### src/rtl/dispatch_if.sv
// Dispatch stage bus: IFQ head, issue-queue back-pressure, ROB
// events and the registered Dispatch_* strobes to the issue queues.
interface dispatch_if #(
  parameter int TAG_W = 5
);
  logic             ifq_valid;
  logic [31:0]      ifq_inst;
  logic             ifq_rd_en;
  logic             iq_int_full;
  logic             iq_mult_full;
  logic             iq_ldst_full;
  logic             rob_commit;
  logic             flush;
  logic             Dispatch_en_integer;
  logic             Dispatch_en_mult;
  logic             Dispatch_en_ld_st;
  logic [2:0]       Dispatch_opcode;
  logic             Dispatch_branch;
  logic [4:0]       Dispatch_shfamt;
  logic [15:0]      Dispatch_imm_ld_st;
  logic [4:0]       Dispatch_rs;
  logic [4:0]       Dispatch_rt;
  logic [4:0]       Dispatch_rd;
  logic [TAG_W-1:0] Dispatch_tag;
  logic             Dispatch_illegal;

  modport master (
    input  ifq_valid, ifq_inst,
    input  iq_int_full, iq_mult_full, iq_ldst_full,
    input  rob_commit, flush,
    output ifq_rd_en,
    output Dispatch_en_integer, Dispatch_en_mult,
    output Dispatch_en_ld_st, Dispatch_opcode,
    output Dispatch_branch, Dispatch_shfamt,
    output Dispatch_imm_ld_st, Dispatch_rs,
    output Dispatch_rt, Dispatch_rd,
    output Dispatch_tag, Dispatch_illegal
  );

  modport slave (
    output ifq_valid, ifq_inst,
    output iq_int_full, iq_mult_full, iq_ldst_full,
    output rob_commit, flush,
    input  ifq_rd_en,
    input  Dispatch_en_integer, Dispatch_en_mult,
    input  Dispatch_en_ld_st, Dispatch_opcode,
    input  Dispatch_branch, Dispatch_shfamt,
    input  Dispatch_imm_ld_st, Dispatch_rs,
    input  Dispatch_rt, Dispatch_rd,
    input  Dispatch_tag, Dispatch_illegal
  );
endinterface

### src/rtl/dispatch_ctrl.sv
// Dispatch controller: pops the IFQ head, classifies it, allocates
// a ROB tag and strobes the matching issue queue one cycle later.
module dispatch_ctrl #(
  parameter int TAG_W     = 5,
  parameter int ROB_DEPTH = 32
) (
  input  logic       clock,
  input  logic       reset,
  dispatch_if.master dif
);
  localparam int CNT_W = TAG_W + 1;

  typedef enum logic [1:0] {
    IDLE, DISPATCH, STALL, FLUSH
  } state_t;

  typedef enum logic [2:0] {
    C_INT, C_MULT, C_LDST, C_JMP, C_ILL
  } cls_t;

  state_t           state, nxt;
  cls_t             cls;
  logic [2:0]       alu;
  logic             br;
  logic [5:0]       op, fn;
  logic             tgt_full, rob_full, needs, blocked;
  logic             pop, go, com;
  logic [TAG_W-1:0] tag;
  logic [CNT_W-1:0] cnt;

  assign op = dif.ifq_inst[31:26];
  assign fn = dif.ifq_inst[5:0];

  always_comb begin
    cls = C_ILL;
    alu = 3'b000;
    br  = 1'b0;
    unique case (op)
      6'h00: begin
        cls = C_INT;
        case (fn)
          6'h18, 6'h19: cls = C_MULT;
          6'h22, 6'h23: alu = 3'b001;
          6'h24:        alu = 3'b010;
          6'h25:        alu = 3'b011;
          6'h27:        alu = 3'b100;
          6'h2A, 6'h2B: alu = 3'b101;
          6'h00:        alu = 3'b110;
          6'h02:        alu = 3'b111;
          default:      alu = 3'b000;
        endcase
      end
      6'h08, 6'h09: cls = C_INT;
      6'h0A: begin cls = C_INT; alu = 3'b101; end
      6'h0C: begin cls = C_INT; alu = 3'b010; end
      6'h0D: begin cls = C_INT; alu = 3'b011; end
      6'h04, 6'h05: begin
        cls = C_INT;
        alu = 3'b001;
        br  = 1'b1;
      end
      6'h23: cls = C_LDST;
      6'h2B: begin cls = C_LDST; alu = 3'b001; end
      6'h02, 6'h03: cls = C_JMP;
      default: cls = C_ILL;
    endcase
  end

  always_comb begin
    tgt_full = 1'b0;
    case (cls)
      C_INT:   tgt_full = dif.iq_int_full;
      C_MULT:  tgt_full = dif.iq_mult_full;
      C_LDST:  tgt_full = dif.iq_ldst_full;
      default: tgt_full = 1'b0;
    endcase
  end

  assign rob_full = cnt >= CNT_W'(ROB_DEPTH);
  assign needs    = cls inside {C_INT, C_MULT, C_LDST};
  assign blocked  = needs && (tgt_full || rob_full);
  assign com      = dif.rob_commit && (cnt != '0);

  always_ff @(posedge clock or negedge reset) begin
    if (!reset) state <= IDLE;
    else        state <= nxt;
  end

  always_comb begin
    nxt = state;
    if (dif.flush)               nxt = FLUSH;
    else if (state == FLUSH)     nxt = IDLE;
    else if (!dif.ifq_valid)     nxt = IDLE;
    else if (blocked)            nxt = STALL;
    else                         nxt = DISPATCH;
  end

  // J/JAL and unsupported opcodes need no resources, so never stall
  always_comb begin
    pop = 1'b0;
    go  = 1'b0;
    if (dif.ifq_valid && !dif.flush && state != FLUSH) begin
      pop = !blocked;
      go  = !blocked && needs;
    end
  end

  assign dif.ifq_rd_en = pop;

  always_ff @(posedge clock or negedge reset) begin
    if (!reset) begin
      tag <= '0;
      cnt <= '0;
    end else if (dif.flush) begin
      tag <= '0;
      cnt <= '0;
    end else begin
      if (go)
        tag <= (tag == TAG_W'(ROB_DEPTH - 1)) ? '0
             : tag + TAG_W'(1);
      case ({go, com})
        2'b10:   cnt <= cnt + CNT_W'(1);
        2'b01:   cnt <= cnt - CNT_W'(1);
        default: cnt <= cnt;
      endcase
    end
  end

  always_ff @(posedge clock or negedge reset) begin
    if (!reset) begin
      dif.Dispatch_en_integer <= 1'b0;
      dif.Dispatch_en_mult    <= 1'b0;
      dif.Dispatch_en_ld_st   <= 1'b0;
      dif.Dispatch_opcode     <= '0;
      dif.Dispatch_branch     <= 1'b0;
      dif.Dispatch_shfamt     <= '0;
      dif.Dispatch_imm_ld_st  <= '0;
      dif.Dispatch_rs         <= '0;
      dif.Dispatch_rt         <= '0;
      dif.Dispatch_rd         <= '0;
      dif.Dispatch_tag        <= '0;
      dif.Dispatch_illegal    <= 1'b0;
    end else begin
      dif.Dispatch_en_integer <= go && cls == C_INT;
      dif.Dispatch_en_mult    <= go && cls == C_MULT;
      dif.Dispatch_en_ld_st   <= go && cls == C_LDST;
      dif.Dispatch_opcode     <= go ? alu : '0;
      dif.Dispatch_branch     <= go && br;
      dif.Dispatch_shfamt     <= go ? dif.ifq_inst[10:6] : '0;
      dif.Dispatch_imm_ld_st  <= go ? dif.ifq_inst[15:0] : '0;
      dif.Dispatch_rs         <= go ? dif.ifq_inst[25:21] : '0;
      dif.Dispatch_rt         <= go ? dif.ifq_inst[20:16] : '0;
      dif.Dispatch_rd         <= go ? dif.ifq_inst[15:11] : '0;
      dif.Dispatch_tag        <= go ? tag : '0;
      dif.Dispatch_illegal    <= pop && cls == C_ILL;
    end
  end
endmodule

### src/flat_wrapper.sv
// flat-port wrapper written by rule: the top's interface ports become plain ports
module dispatch_ctrl_flat 
#(
  parameter int TAG_W     = 5,
  parameter int ROB_DEPTH = 32
)
  (clock, reset, dif_ifq_valid, dif_ifq_inst, dif_iq_int_full, dif_iq_mult_full, dif_iq_ldst_full, dif_rob_commit, dif_flush, dif_ifq_rd_en, dif_Dispatch_en_integer, dif_Dispatch_en_mult, dif_Dispatch_en_ld_st, dif_Dispatch_opcode, dif_Dispatch_branch, dif_Dispatch_shfamt, dif_Dispatch_imm_ld_st, dif_Dispatch_rs, dif_Dispatch_rt, dif_Dispatch_rd, dif_Dispatch_tag, dif_Dispatch_illegal);
  dispatch_if #(.TAG_W(TAG_W)) dif_i ();
  input  logic clock;
  input  logic reset;
  input wire logic [$bits(dif_i.ifq_valid)-1:0] dif_ifq_valid;
  input wire logic [$bits(dif_i.ifq_inst)-1:0] dif_ifq_inst;
  input wire logic [$bits(dif_i.iq_int_full)-1:0] dif_iq_int_full;
  input wire logic [$bits(dif_i.iq_mult_full)-1:0] dif_iq_mult_full;
  input wire logic [$bits(dif_i.iq_ldst_full)-1:0] dif_iq_ldst_full;
  input wire logic [$bits(dif_i.rob_commit)-1:0] dif_rob_commit;
  input wire logic [$bits(dif_i.flush)-1:0] dif_flush;
  output wire logic [$bits(dif_i.ifq_rd_en)-1:0] dif_ifq_rd_en;
  output wire logic [$bits(dif_i.Dispatch_en_integer)-1:0] dif_Dispatch_en_integer;
  output wire logic [$bits(dif_i.Dispatch_en_mult)-1:0] dif_Dispatch_en_mult;
  output wire logic [$bits(dif_i.Dispatch_en_ld_st)-1:0] dif_Dispatch_en_ld_st;
  output wire logic [$bits(dif_i.Dispatch_opcode)-1:0] dif_Dispatch_opcode;
  output wire logic [$bits(dif_i.Dispatch_branch)-1:0] dif_Dispatch_branch;
  output wire logic [$bits(dif_i.Dispatch_shfamt)-1:0] dif_Dispatch_shfamt;
  output wire logic [$bits(dif_i.Dispatch_imm_ld_st)-1:0] dif_Dispatch_imm_ld_st;
  output wire logic [$bits(dif_i.Dispatch_rs)-1:0] dif_Dispatch_rs;
  output wire logic [$bits(dif_i.Dispatch_rt)-1:0] dif_Dispatch_rt;
  output wire logic [$bits(dif_i.Dispatch_rd)-1:0] dif_Dispatch_rd;
  output wire logic [$bits(dif_i.Dispatch_tag)-1:0] dif_Dispatch_tag;
  output wire logic [$bits(dif_i.Dispatch_illegal)-1:0] dif_Dispatch_illegal;
  assign dif_i.ifq_valid = dif_ifq_valid;
  assign dif_i.ifq_inst = dif_ifq_inst;
  assign dif_i.iq_int_full = dif_iq_int_full;
  assign dif_i.iq_mult_full = dif_iq_mult_full;
  assign dif_i.iq_ldst_full = dif_iq_ldst_full;
  assign dif_i.rob_commit = dif_rob_commit;
  assign dif_i.flush = dif_flush;
  assign dif_ifq_rd_en = dif_i.ifq_rd_en;
  assign dif_Dispatch_en_integer = dif_i.Dispatch_en_integer;
  assign dif_Dispatch_en_mult = dif_i.Dispatch_en_mult;
  assign dif_Dispatch_en_ld_st = dif_i.Dispatch_en_ld_st;
  assign dif_Dispatch_opcode = dif_i.Dispatch_opcode;
  assign dif_Dispatch_branch = dif_i.Dispatch_branch;
  assign dif_Dispatch_shfamt = dif_i.Dispatch_shfamt;
  assign dif_Dispatch_imm_ld_st = dif_i.Dispatch_imm_ld_st;
  assign dif_Dispatch_rs = dif_i.Dispatch_rs;
  assign dif_Dispatch_rt = dif_i.Dispatch_rt;
  assign dif_Dispatch_rd = dif_i.Dispatch_rd;
  assign dif_Dispatch_tag = dif_i.Dispatch_tag;
  assign dif_Dispatch_illegal = dif_i.Dispatch_illegal;
  dispatch_ctrl #(.TAG_W(TAG_W), .ROB_DEPTH(ROB_DEPTH)) u_core (.clock(clock), .reset(reset), .dif(dif_i));
endmodule
### config.mk
export PLATFORM = sky130hd
export DESIGN_NAME = dispatch_ctrl_flat
export DESIGN_NICKNAME = d
export VERILOG_FILES = /design/src/rtl/dispatch_if.sv /design/src/rtl/dispatch_ctrl.sv /design/src/flat_wrapper.sv
export SDC_FILE = /design/constraint.sdc
export NUM_CORES = 1
export LEC_CHECK = 0
export CAP_MARGIN = 20
export CORE_ASPECT_RATIO = 0.5
export CORE_MARGIN = 3
export CORE_UTILIZATION = 40
export CTS_BUF_LIST = sky130_fd_sc_hd__clkbuf_16
export CTS_CLUSTER_DIAMETER = 100
export CTS_CLUSTER_SIZE = 20
export DETAILED_ROUTE_END_ITERATION = 12
export MAX_ROUTING_LAYER = met4
export PLACE_DENSITY = 0.78
export SLEW_MARGIN = 10
export SYNTH_ARGS = -nofsm -noshare
export SYNTH_HDL_FRONTEND = slang
export SYNTH_SLANG_ARGS = --single-unit
### constraint.sdc
create_clock -name clock -period 9.1 [get_ports clock]
set_input_delay 2.275 -clock clock [delete_from_list [all_inputs] [get_ports clock]]
set_output_delay 2.275 -clock clock [all_outputs]
set_load 0.01 [all_outputs]
* After elaboration in Yosys (flattened, before gate mapping)
Cells that the tools add are included.
Word-level totals: logic and storage cells 100, input bits 40, register bits 62, output and inout bits 50
Operators by class: muxes and demuxes 24, reductions and logical operators 28, magnitude comparators 1, $add $sub $neg 3, eq/ne operators 29
Operators by type and width (number):
- 6-bit equality test, second input constant | 9
- 5-bit two-way mux | 8
- 6-bit by 4-bit equality test with 1-bit output, second input constant | 5
- 3-bit one-hot mux with 7 select lines | 1
- 6-bit by 2-bit equality test with 1-bit output, second input constant | 3
- 16-bit two-way mux | 1
- 3-bit one-hot mux with 5 select lines | 1
- 6-bit by 3-bit equality test with 1-bit output, second input constant | 2
- 6-bit by 5-bit equality test with 1-bit output, second input constant | 2
- 6-bit logical NOT | 2
- 3-bit one-hot mux with 4 select lines | 1
- 6-bit one-hot mux with 2 select lines | 1
- 2-bit OR reduction | 6
- 1-bit logical AND | 10
- 2-bit two-way mux | 4
- 7-bit OR reduction | 1
- 6-bit by 1-bit adder with 6-bit output, second input constant | 1
- 6-bit greater-or-equal comparator, second input constant | 1
- 6-bit two-way mux | 1
- 3-bit nonzero test | 2
- 6-bit nonzero test | 1
- 6-bit by 1-bit subtractor with 6-bit output, second input constant | 1
- 5-bit by 1-bit adder with 5-bit output, second input constant | 1
- 5-bit equality test, second input constant | 1
- 14 further kinds | 19

* Depth between registers and ports, before layout
word-level depth 14, depth in mapped cells 15, depth with buffers taken out 12

* Least setup slack after synthesis
Ideal clock, no wire load.
kind input to output, start point in dif_ifq_inst[27], end point out dif_ifq_rd_en, data arrival time 3843 ps, stages 7, setup slack 2982 ps, required time 6825 ps, path buffers 1, path through buf_4 -> nor4_1 -> and4_1 -> a221o_1 -> a22o_2 -> a22oi_1 -> nor3b_1
On the way: word-level cells in the longest chain between the ends 9, elaborated cells on any way between the ends 25, those cells by class eq/ne: 13; mux: 3; reduce/logical: 9
RTL lines:
- start, declared | line flat_wrapper.sv:12 | input wire logic [$bits(dif_i.ifq_inst)-1:0] dif_ifq_inst;
- 6-bit by 4-bit equality test with 1-bit output, or another cell as far along | line dispatch_ctrl.sv:38 | unique case (op)
- 7-bit OR reduction (no source line), or another cell as far along
- 3-bit one-hot mux with 4 select lines (*) | line dispatch_ctrl.sv:38
- 3-bit by 2-bit equality test with 1-bit output, or another cell as far along | line dispatch_ctrl.sv:71, dispatch_ctrl.sv:80
- 1-bit one-hot mux with 3 select lines | line dispatch_ctrl.sv:71 | case (cls)
- 1-bit logical OR | line dispatch_ctrl.sv:81 | assign blocked = needs && (tgt_full || rob_full);
- 1-bit logical AND (*) | line dispatch_ctrl.sv:81
- 1-bit logical NOT (*) | line dispatch_ctrl.sv:103 | pop = !blocked;
- 1-bit two-way mux (*) | line dispatch_ctrl.sv:102 | if (dif.ifq_valid && !dif.flush && state != FLUSH) begin
- end, declared | line flat_wrapper.sv:18 | output wire logic [$bits(dif_i.ifq_rd_en)-1:0] dif_ifq_rd_en;
Mark *: on every way between the ends. The rest lies on a longest branch, timed or not.

* Worst setup path in the final report
Ends and elaborated chain as after synthesis.

==> load_flow_metrics.sql <==
INSERT INTO impl_metrics (metric_group, metric, value, unit) VALUES
('sta', 'worst_slew_pin_slew', '0.673', 'ns'),
('logic_synthesis', 'netlist_instances', '228', ''),
('sta', 'hold_viol_final', '0', ''),
('route', 'drt_first_iter_violations', '146', ''),
('floorplan', 'num_io_pins', '90', ''),
('power', 'switchingPower', '182', 'uW'),
('setup_path', 'worst-endpoint-required', '6.83', 'ns'),
('floorplan', 'row_count', '19', ''),
('route', 'routed-via-count', '1897', ''),
('global_routing', 'via_count_of_the_first_global_routing_pass', '1858', ''),
('clocking', 'cts_hold_repair.buffers', '0', ''),
('final_layout', 'layout_area_overhead', '42.1', '%'),
('placed_design', 'gp_congestion', '0.858', ''),
('sta', 'maxClockFrequency', '137', 'MHz'),
('power', 'seq_power_share', '42.0', '%'),
('logic_synthesis', 'fraction_of_post_synthesis_cell_area_in_the_top_cell_type_by_area', '52.4', '%'),
('route', 'detail_route.wl_per_cell', '14.2', 'um'),
('logic_synthesis', 'synth_enable_flop_cells', '0', ''),
('logic_synthesis', 'synth_area', '0.00248', 'mm^2'),
('setup_path', 'slowest_delay', '0.64', 'ns'),
('final_layout', 'ant_cells', '0', ''),
('sta', 'timing.final.setup_violations', '0', ''),
('final_layout', 'num-nets-final', '355', ''),
('setup_path', 'crit_path_start_kind', 'primary input', ''),
('sta', 'unrepaired_setup_endpoints_after_global_routing', 'false', ''),
('power', 'pwr-share-clk', '29.4', '%'),
('logic_synthesis', 'synth-seq-cells', '52', ''),
('logic_synthesis', 'synth.net_count', '275', ''),
('power', 'p_leak', '1.58', 'nW'),
('route', 'route.detailed.vias_per_inst', '4.83', ''),
('setup_path', 'critical_path.max_fanout', '10', ''),
('placed_design', 'place_hpwl', '4230', 'um'),
('clocking', 'tritoncts_num_sinks', '52', ''),
('sta', 'final_period_minus_worst_setup_slack', '7.27', 'ns'),
('floorplan', 'die_area', '0.00725', 'mm^2'),
('sta', 'final_clock_skew', '0.00223', 'ns'),
('power', 'switching_fraction_of_total_power', '29.4', '%'),
('clocking', 'clockRootBuffer', 'sky130_fd_sc_hd__clkbuf_16', ''),
('setup_path', 'crit_slowest_cell', 'sky130_fd_sc_hd__clkdlybuf4s50_1', ''),
('sta', 'finalCritPeriodShare', '79.9', '%'),
('hold_path', 'hold_path.class', 'register to register', ''),
('global_routing', 'globalRouteOverflowTotal', '0', ''),
('global_routing', 'grt_use_total', '15.7', '%'),
('power', 'cell_internal_pwr', '436', 'uW'),
('run', 'maxCapViolations', '0', ''),
('logic_synthesis', 'synth-seq-area-share', '52.4', '%'),
('global_routing', 'first_pass_grt_wire_length', '8900', 'um'),
('logic_synthesis', 'mean_instance_size_in_the_synthesized_netlist', '10.9', 'um^2'),
('logic_synthesis', 'async_reset_ff_share', '100', '%'),
('route', 'routed_wl', '5570', 'um'),
('route', 'antenna_violating_nets_post_route', '0', ''),
('setup_path', 'cp_common_cell', 'sky130_fd_sc_hd__clkdlybuf4s50_1', ''),
('logic_synthesis', 'synth_ff_type', 'sky130_fd_sc_hd__dfrtp_1', ''),
('logic_synthesis', 'synth.most_common_cell', 'sky130_fd_sc_hd__dfrtp_1', ''),
('setup_path', 'worst_setup_path_end_kind', 'output port', ''),
('floorplan', 'initial_utilization', '43.4', '%'),
('clocking', 'cts_htree_levels', '2', ''),
('setup_path', 'worst-setup-path-type', 'primary input to output port', ''),
('logic_synthesis', 'yosysWarnings', '0', ''),
('clocking', 'tritoncts_clock_tree', 'built', ''),
('logic_synthesis', 'synth.top_cells.by_count', '52 x sky130_fd_sc_hd__dfrtp_1, 31 x sky130_fd_sc_hd__and2_1, 23 x sky130_fd_sc_hd__nor2_1', ''),
('floorplan', 'core_area', '0.00573', 'mm^2'),
('clocking', 'cts_buffers', '5', ''),
('run_status', 'result_of_the_run', 'complete, no violations', ''),
('route', 'dr.pass1.iters', '4', ''),
('setup_path', 'crit_chain', 'clkdlybuf4s50_1 > nor4_1 > and4_1 > a221o_1 > a22o_2 > a22oi_1 > nor3b_1 > clkdlybuf4s50_1', ''),
('sta', 'whs', '0.519', 'ns'),
('placed_design', 'io_buffer_count', '89', ''),
('global_routing', 'antenna_found_initial', '0', ''),
('power', 'power-per-cell-area', '175', 'mW/mm^2'),
('power', 'combinational_share_of_power', '28.6', '%');
-- placed cells by master (no fill, tap or decap), types with 3 or more instances in the layout --
cell type / n
sky130_fd_sc_hd__nand2b_1: 7
sky130_fd_sc_hd__dfrtp_1: 52
sky130_fd_sc_hd__nor2_1: 23
sky130_fd_sc_hd__or3_1: 3
sky130_fd_sc_hd__ha_1: 6
sky130_fd_sc_hd__nor2b_1: 5
sky130_fd_sc_hd__nand2_1: 8
sky130_fd_sc_hd__and2_1: 31
sky130_fd_sc_hd__a21o_1: 3
sky130_fd_sc_hd__nor4_1: 3
sky130_fd_sc_hd__o21ai_0: 7
sky130_fd_sc_hd__clkdlybuf4s50_1: 88
sky130_fd_sc_hd__nor3_1: 5
sky130_fd_sc_hd__mux2_1: 4
sky130_fd_sc_hd__clkbuf_16: 5
sky130_fd_sc_hd__a21oi_1: 6
-- state kept, by name (all words and copies together), names as in the netlist, 2 cells and up --
| signal | count |
|---|---|
| u_core.dif.Dispatch_imm_ld_st | 12 |
| u_core.cnt | 6 |
| u_core.dif.Dispatch_rs | 5 |
| u_core.dif.Dispatch_rt | 5 |
| u_core.dif.Dispatch_tag | 5 |
| u_core.tag | 5 |
| u_core.dif.Dispatch_shfamt | 4 |
| u_core.dif.Dispatch_opcode | 3 |
| u_core.state | 2 |
-- final timing paths --
path	startpoint	to	slack, ns	cells after the start
worst max-delay path	dif_ifq_inst[27]	dif_ifq_rd_en	1.83	8
worst min-delay path	u_core.tag[4]	u_core.dif.Dispatch_tag[4]	0.52	1
worst max register to register	u_core.state[0]	u_core.cnt[5]	5.99	12
worst min register to register	u_core.tag[4]	u_core.dif.Dispatch_tag[4]	0.52	1
max in group asynchronous	reset	u_core.dif.Dispatch_en_ld_st	6.56	2
min in group asynchronous	reset	u_core.dif.Dispatch_shfamt[2]	1.99	1
-- power by group through the flow --
stage	sequential, mW	clock (mW)	combinational (mW)
floorplan	0.260	0	0.126
global placement	0.262	0	0.170
detailed placement	0.263	0	0.177
CTS	0.259	0.189	0.178
global route	0.261	0.200	0.196
finish	0.259	0.182	0.177
-- metal layers --
| metal | global-route usage [%] | routed length [um] | vias to the layer above |
|---|---|---|---|
| met1 | 19.6 | 2480 | 888 |
| li1 | - | - | 939 |
| met2 | 27.7 | 2720 | 68 |
| met4 | 3.17 | 27 | 0 |
| met5 | - | 0 | - |
| met3 | 3.35 | 333 | 2 |
-- through the flow --
stage / total power [mW] / worst slack, ns / area (um^2) / instances / utilization (%)
after CTS: 0.625 / 1.84 / 3530 / 393 / 61.6
after floorplan: 0.387 / 2.98 / 2480 / 228 / -
after detailed placement: 0.440 / 1.84 / 3390 / 385 / 59.1
after global placement: 0.432 / 1.88 / 3370 / 384 / 58.8
final: 0.617 / 1.83 / 3530 / 393 / 61.6
after global routing: 0.657 / 1.62 / 3530 / 393 / 61.6
-- cell type report --
type                            count  area, um^2  share of cell area [%]
Multi-Input combinational cell    156        1060                    30.0
Clock buffer                        5         125                    3.54
Tap cell                           84         105                    2.98
Clock inverter                      3        17.5                   0.496
Sequential cell                    52        1300                    36.9
Timing Repair Buffer               91         913                    25.9
Inverter                            2        7.51                   0.213
-- logic make-up (layout without fill, tap and decap cells) --
family / after synthesis / count (layout) / share of synthesized area, %
AND/OR/NAND/NOR: 103 / 103 / 23.4
XOR/XNOR: 4 / 4 / 1.71
buffers and inverters: 20 / 101 / 4.93
AO/OA/AOI/OAI: 35 / 35 / 10.7
multiplexers: 7 / 7 / 3.07
adder cells (fa/ha/maj): 7 / 7 / 3.83
flip-flops: 52 / 52 / 52.4
-- worst max-delay path, delay by kind of cell --
kind	cells	cell delay, ns
buf+inv	2	1.22
compound gates	3	0.92
simple gates	3	0.57
(Power assumes the default switching activity.)
